[src/rtl/tag_lookup_pkg.sv]
// Shared definitions for the tag lookup controller: FSM state encoding,
// entry field positions for the default geometry and the stats counter width.
package tag_lookup_pkg;

  // Default RAM geometry; the controller overrides these through parameters.
  localparam int DEF_AWIDTH = 3;
  localparam int DEF_DWIDTH = 7;

  // Entry layout: {valid, tag}. The valid flag sits in the top bit.
  localparam int VALID_BIT = DEF_DWIDTH - 1;
  localparam int TAG_MSB   = DEF_DWIDTH - 2;
  localparam int TAG_LSB   = 0;

  // Width of the optional hit/miss counters.
  localparam int CNT_WIDTH = 16;

  // Controller states.
  typedef logic [1:0] state_t;
  localparam state_t ST_IDLE        = 2'd0;
  localparam state_t ST_COMPARE     = 2'd1;
  localparam state_t ST_REFILL_WAIT = 2'd2;
  localparam state_t ST_WRITE       = 2'd3;

endpackage

[src/rtl/sat_counter.sv]
// Saturating up-counter with a synchronous clear that beats increment.
module sat_counter
  import tag_lookup_pkg::*;
#(
  parameter int WIDTH = CNT_WIDTH
) (
  input  logic             clock,
  input  logic             reset_n,
  input  logic             clr,
  input  logic             inc,
  output logic [WIDTH-1:0] count
);

  // Count up on inc, stick at all-ones, clear on demand.
  always_ff @(posedge clock or negedge reset_n) begin
    if (!reset_n) begin
      count <= '0;
    end else if (clr) begin
      count <= '0;
    end else if (inc && (count != {WIDTH{1'b1}})) begin
      count <= count + 1'b1;
    end
  end

endmodule

[src/rtl/tag_lookup_ctrl.sv]
// Lookup controller in front of a synchronous-read tag RAM. A request's
// index goes to the RAM on the accept edge, the entry is compared the next
// cycle, and a miss is refilled by writing {1, tag} once fill_ack arrives.
// Optional hit/miss statistics are built when TAG_LOOKUP_STATS_EN is defined.
module tag_lookup_ctrl
  import tag_lookup_pkg::*;
#(
  parameter int AWIDTH = 3,
  parameter int DWIDTH = 7
) (
  input  logic                     clock,
  input  logic                     reset_n,
  input  logic                     req_valid,
  output logic                     req_ready,
  input  logic [DWIDTH-1+AWIDTH-1:0] req_addr,
  output logic                     resp_valid,
  output logic                     resp_hit,
  output logic [AWIDTH-1:0]        resp_index,
  output logic                     fill_req,
  output logic [DWIDTH-2:0]        fill_tag,
  input  logic                     fill_ack,
  output logic [AWIDTH-1:0]        ram_addr,
  output logic                     ram_we,
  output logic [DWIDTH-1:0]        ram_din,
  input  logic [DWIDTH-1:0]        ram_dout
`ifdef TAG_LOOKUP_STATS_EN
  ,
  input  logic                     stats_clr,
  output logic [CNT_WIDTH-1:0]     hit_count,
  output logic [CNT_WIDTH-1:0]     miss_count
`endif
);

  localparam int TWIDTH = DWIDTH - 1;

  state_t              state_reg;
  logic [TWIDTH-1:0]   tag_reg;
  logic [AWIDTH-1:0]   index_reg;
  logic                lookup_hit;

  // Handshake and RAM port are pure functions of state so the RAM sees the
  // incoming index on the same edge the request is accepted.
  always_comb begin
    req_ready  = (state_reg == ST_IDLE);
    ram_addr   = (state_reg == ST_IDLE) ? req_addr[AWIDTH-1:0] : index_reg;
    ram_we     = (state_reg == ST_WRITE);
    ram_din    = (state_reg == ST_WRITE) ? {1'b1, tag_reg} : '0;
    lookup_hit = ram_dout[DWIDTH-1] & (ram_dout[TWIDTH-1:0] == tag_reg);
  end

  // Lookup FSM with registered response and refill outputs.
  always_ff @(posedge clock or negedge reset_n) begin
    if (!reset_n) begin
      state_reg  <= ST_IDLE;
      tag_reg    <= '0;
      index_reg  <= '0;
      resp_valid <= 1'b0;
      resp_hit   <= 1'b0;
      resp_index <= '0;
      fill_req   <= 1'b0;
      fill_tag   <= '0;
    end else begin
      resp_valid <= 1'b0;
      case (state_reg)
        ST_IDLE: begin
          if (req_valid) begin
            tag_reg   <= req_addr[TWIDTH+AWIDTH-1:AWIDTH];
            index_reg <= req_addr[AWIDTH-1:0];
            state_reg <= ST_COMPARE;
          end
        end
        ST_COMPARE: begin
          if (lookup_hit) begin
            resp_valid <= 1'b1;
            resp_hit   <= 1'b1;
            resp_index <= index_reg;
            state_reg  <= ST_IDLE;
          end else begin
            fill_req  <= 1'b1;
            fill_tag  <= tag_reg;
            state_reg <= ST_REFILL_WAIT;
          end
        end
        ST_REFILL_WAIT: begin
          if (fill_ack) begin
            fill_req  <= 1'b0;
            state_reg <= ST_WRITE;
          end
        end
        ST_WRITE: begin
          resp_valid <= 1'b1;
          resp_hit   <= 1'b0;
          resp_index <= index_reg;
          state_reg  <= ST_IDLE;
        end
        default: state_reg <= ST_IDLE;
      endcase
    end
  end

`ifdef TAG_LOOKUP_STATS_EN
  // Completed lookups are tallied from the response pulse.
  sat_counter #(.WIDTH(CNT_WIDTH)) u_hit_cnt (
    .clock   (clock),
    .reset_n (reset_n),
    .clr     (stats_clr),
    .inc     (resp_valid & resp_hit),
    .count   (hit_count)
  );

  sat_counter #(.WIDTH(CNT_WIDTH)) u_miss_cnt (
    .clock   (clock),
    .reset_n (reset_n),
    .clr     (stats_clr),
    .inc     (resp_valid & ~resp_hit),
    .count   (miss_count)
  );
`endif

endmodule
[config.mk]
export PLATFORM = sky130hd
export DESIGN_NAME = tag_lookup_ctrl
export DESIGN_NICKNAME = d
export VERILOG_FILES = /design/src/rtl/tag_lookup_pkg.sv /design/src/rtl/sat_counter.sv /design/src/rtl/tag_lookup_ctrl.sv
export SDC_FILE = /design/constraint.sdc
export NUM_CORES = 1
export LEC_CHECK = 0
export ABC_CLOCK_PERIOD_IN_PS = 2100
export CORE_UTILIZATION = 42
export CTS_CLUSTER_SIZE = 16
export DETAILED_ROUTE_END_ITERATION = 12
export PLACE_DENSITY_LB_ADDON = 0.08
export SYNTH_ARGS = -nofsm -noshare
export SYNTH_HDL_FRONTEND = slang
export SYNTH_HIERARCHICAL = 1
export SYNTH_SLANG_ARGS = --single-unit
[constraint.sdc]
create_clock -name clock -period 2.1 [get_ports clock]
set_input_delay 0.21 -clock clock [delete_from_list [all_inputs] [get_ports clock]]
set_output_delay 0.21 -clock clock [all_outputs]
set_load 0.02 [all_outputs]
Yosys cells after proc, flatten, opt, wreduce, memory -nomap -nowiden
Index checks and enable logic that the tools add are counted.
{ "word_totals": {"out_inout_bits": 24, "input_bits": 20, "register_bits": 23} }
{ "op_classes": {"mux": 15, "n_eq_ne": 8, "bitwise_logic": 2, "n_reduce_logical": 8} }
{ "ops": {"columns": ["operator", "n"], "rows": [
  ["$ne 2x2->1 const B", 4],
  ["$pmux 2 s4", 1],
  ["$reduce_and 2->1", 4],
  ["$mux 7", 1],
  ["$eq 6x6->1", 1],
  ["$mux 2", 3],
  ["$mux 3", 2],
  ["$pmux 1 s2", 3],
  ["$pmux 3 s2", 1],
  ["$eq 2x2->1 const B", 2],
  ["$mux 1", 4],
  ["$reduce_bool 2->1", 2],
  ["$reduce_and 3->1", 1],
  ["$eq 2x1->1 const B", 1],
  ["$logic_not 2->1", 1],
  ["$and 1x1->1", 1],
  ["$not 1->1", 1]
]} }

Depth between registers and ports, before layout
{ "depth": {"depth_word": 4, "ltp_mapped": 5, "depth_no_buf": 4} }

Least setup slack after synthesis
No wires, ideal clock.
{ "synth_timing": {"path_type": "register -> register", "startpoint": "reg state_reg[0]", "endpoint": "reg index_reg[0]", "synth_period_minus_slack_ns": 1.773, "arrival_time_ns": 1.648, "stages_incl_launch_ff": 6, "setup_slack_ns": 0.327, "t_required_ns": 1.975, "path_buffers": 2, "cell_sequence": "dfrtp_1 > clkbuf_8 > nor2_1 > and2_1 > buf_2 > mux2_2"} }
{ "synth_via": {"elab_chain_len": 2} }
{ "synth_lines": {"columns": ["item", "line_no", "source"], "rows": [
  ["start, declared", "tag_lookup_ctrl.sv:36", "state_t state_reg;"],
  ["start signal, assigned", "tag_lookup_ctrl.sv:54", "state_reg <= ST_IDLE;"],
  ["start signal, assigned", "tag_lookup_ctrl.sv:69", "state_reg <= ST_COMPARE;"],
  ["start signal, assigned", "tag_lookup_ctrl.sv:77", "state_reg <= ST_IDLE;"],
  ["$logic_not 2->1", null, null],
  ["net req_ready", "tag_lookup_ctrl.sv:14", "output logic req_ready,"],
  ["$reduce_and 2->1 (no line)", null, null],
  ["end signal, assigned", "tag_lookup_ctrl.sv:68", "index_reg <= req_addr[AWIDTH-1:0];"],
  ["end, declared", "tag_lookup_ctrl.sv:38", "logic [AWIDTH-1:0] index_reg;"]
]} }
The timed path passes the listed nets, and every way through them passes these cells.
A chain may end at the register's enable or synchronous reset.

Worst setup path in the final report
{ "layout_timing": {"startpoint": "reg state_reg[0]", "endpoint": "out ram_din[2]"} }
{ "layout_via": {"elab_chain_len": 2} }
{ "layout_lines": {"columns": ["item", "line_no", "source"], "rows": [
  ["$eq 2x2->1", "tag_lookup_ctrl.sv:47", "ram_din = (state_reg == ST_WRITE) ? {1'b1, tag_reg} : '0;"],
  ["$mux 7", "tag_lookup_ctrl.sv:47", null],
  ["end, declared", "tag_lookup_ctrl.sv:24", "output logic [DWIDTH-1:0] ram_din,"]
]} }
No other way between the ends.

==> results.tsv <==
stage	metric	value	unit
outcome	status	finished clean	
yosys	syn_avg_cell_area	12.0	sq um
power_and_ir_drop	ir_worst_vdd	0.000862	V
sta	timing.hold.ws	0.231	ns
sta	max_freq	508	MHz
yosys	syn_nets	113	
yosys	yosysTopAreaCell	dfrtp_1	
sta	setup_viol	0	
cells_and_area	multi_input_area	495	sq um
power_and_ir_drop	p_per_area	1460	mW/mm^2
setup_path	required	1.89	ns
yosys	synthFlopType	dfrtp_1	
yosys	yosys-top-cells-area	dfrtp_1 (51%), mux2_2 (18%), and3_1 (2.8%)	
setup_path	cp-end-kind	output pin	
flow_run	max_cap_violations	0	
routing	totalWireLength	2440	microns
routing	first_pass_iters	4	
clocking	ctsHoldBuffers	0	
clocking	htree_levels	1	
sta	period_minus_slack	1.97	ns
setup_path	start_kind	flop	
floorplan	die_w	53.6	microns
clocking	cts_num_sinks	23	
sta	finClkSkew	0.00685	ns
routing	wl_per_cell	14.5	microns
cells_and_area	fillCellCount	211	
sta	setup-tns-final	0	ns
min_path	hp-class	input pin to asynchronous set/reset pin	
floorplan	die_h	53.6	microns
routing	ant_nets	0	
floorplan	coreArea	0.00250	sq mm
clocking	cts.clk_slew.worst_paths	0.12	ns
routing	vias	883	
power_and_ir_drop	power_leakage	0.738	nW
cells_and_area	diodes	0	
yosys	synth_cells	93	
clocking	cts_root_buffer	clkbuf_4	
global_routing	grtUsageTotal	19.3	%
yosys	yosys_warnings	6	
sta	worstMarginPinSlew	0.467	ns
sta	max-slew-margin-rel	68.9	%
global_routing	gr-total-overflow	0	
setup_path	critPathKind	flop to output pin	
routing	vias_per_cell	5.26	
yosys	ys_ff_latch	23	
sta	rsz0062_at_grt	no	
routing	drc	0	
setup_path	r2r_cells	4	
global_routing	grt_start_max_net_pins	24	
cells_and_area	area_growth	44.2	%
global_routing	grt_first_pass_wirelength	3900	microns
yosys	synth_cell_type_count	26	
setup_path	critPathArrivalTime	1.76	ns
yosys	netlist_area	0.00112	sq mm
clocking	numCtsBuffers	3	
sta	fin_crit_sh	93.7	%
floorplan	rows	18	
floorplan	dieArea	0.00288	sq mm
cells_and_area	final-seq-area	576	sq um
yosys	postSynth.asyncResetShare	100	%
yosys	synth_top_area_share	51.4	%
yosys	ys_seq_area_share	51.4	%
setup_path	crit_fanout	16	
floorplan	start_util	44.8	%
placed_design	gp_congestion	0.714	
setup_path	rrSetupSlack	0.27	ns
setup_path	reg2reg_from	tag_reg[2]	
clocking	cts_setup_buffers	0	
placed_design	portBuffers	43	
clocking	clock_path_buffers	2	
routing	drt_first_iter_violations	11	
placed_design	dp.final_hpwl	1860	microns
sta	maxSlewViolCount	0	
global_routing	grt_pass1_vias	876	
sta	hold_viol_final	0	
global_routing	grt_antenna_before_repair	0	
clocking	cts_tree	done	
cells_and_area	layout.nets	159	
clocking	clk_latency	0.31	ns
cells_and_area	drive_above_1_share	20.3	%
yosys	synth_edf_count	0	
floorplan	io_pins	44	
setup_path	reg2reg_to	fill_tag[0]	
==> worst max-delay path: stages (launching register included) <==
cell and delay (ns):
dfrtp_1 0.41, buf_4 0.24, and3_2 0.20, clkdlybuf4s50_1 0.60
==> cell families (layout without fill, tap and decap cells) <==
kind of cell | Yosys count | after routing | synth area share [%]
simple gates | 25 | 25 | 12.4
flops | 23 | 23 | 51.4
mux | 19 | 19 | 19.0
compound gates | 11 | 11 | 7.49
buf+inv | 9 | 54 | 5.03
xor+xnor | 6 | 6 | 4.69
==> worst max-delay path by stage <==
stage                   endpoint  slack [ns]          from  cells past startpoint
floorplan           index_reg[0]        0.33  state_reg[0]                      5
global placement     fill_tag[0]        0.09   ram_dout[2]                      5
detailed placement   fill_tag[2]        0.06   ram_dout[2]                      5
CTS                  ram_addr[2]       0.005          flop                      3
global route          ram_din[2]        0.05  state_reg[0]                      3
finish                ram_din[2]        0.13  state_reg[0]                      3
==> metrics by stage <==
| stage | total power [W] | instances | instance area (sq um) | utilization [%] | worst slack, ns |
|---|---|---|---|---|---|
| final | 0.00236 | 168 | 1620 | 64.6 | 0.131 |
| after global routing | 0.00252 | 168 | 1620 | 64.6 | 0.0530 |
| after CTS | 0.00238 | 168 | 1600 | 63.9 | 0.00531 |
| after detailed placement | 0.00217 | 164 | 1570 | 62.8 | 0.0617 |
| after global placement | 0.00214 | 164 | 1570 | 62.8 | 0.0944 |
| after floorplan | 0.00164 | 93 | 1120 | - | 0.327 |
==> metal layers <==
layer / vias up / track usage (%) / wire (microns)
met5: - / 0 / 0
met4: 0 / 3.95 / 15
met3: 2 / 7.06 / 162
met2: 32 / 30.4 / 1180
met1: 429 / 25.4 / 1080
li1: 420 / - / -
==> cells in the final DEF (no fill, tap or decap), drive strengths merged, types with 2 or more instances in the layout <==
master,instances
a22oi,3
and2,2
and3,6
buf,3
clkbuf,4
clkdlybuf4s50,38
dfrtp,23
dlymetal6s2s,5
inv,4
mux2,18
nand2,8
nor2,2
nor4,3
o21ai,5
xnor2,3
xor2,3
==> layout make-up <==
class,count,share of cell area (%)
clock buffer,4,1.63
inverter,4,0.930
multi-input combinational,61,30.7
sequential,23,35.6
tap,30,2.32
timing repair buffer,46,28.8
==> report_power, final <==
part	internal [W]	leakage, nW	switching (W)
registers	0.000656	0.278	0.000171
logic	0.000684	0.446	0.000649
clock network	0.0000742	0.0150	0.000126
total	0.00141	0.738	0.000946
==> synthesized netlist by cell type, drive strengths merged, types with 3 or more instances <==
cell and number:
nor4 3, xor2 3, dfrtp 23, xnor2 3, buf 3, mux2 18
nand2 8, o21ai 5, and3 6, a22oi 3, inv 4
==> timing repair <==
| item | 4_1_cts | 5_1_grt |
|---|---|---|
| setup endpoints to repair | 3 | 5 |
| pin swaps | 0 | 0 |
| gates resized for setup | 1 | 6 |
| cloned | 0 | 0 |
No activity file was read; power rests on OpenSTA's default activity.
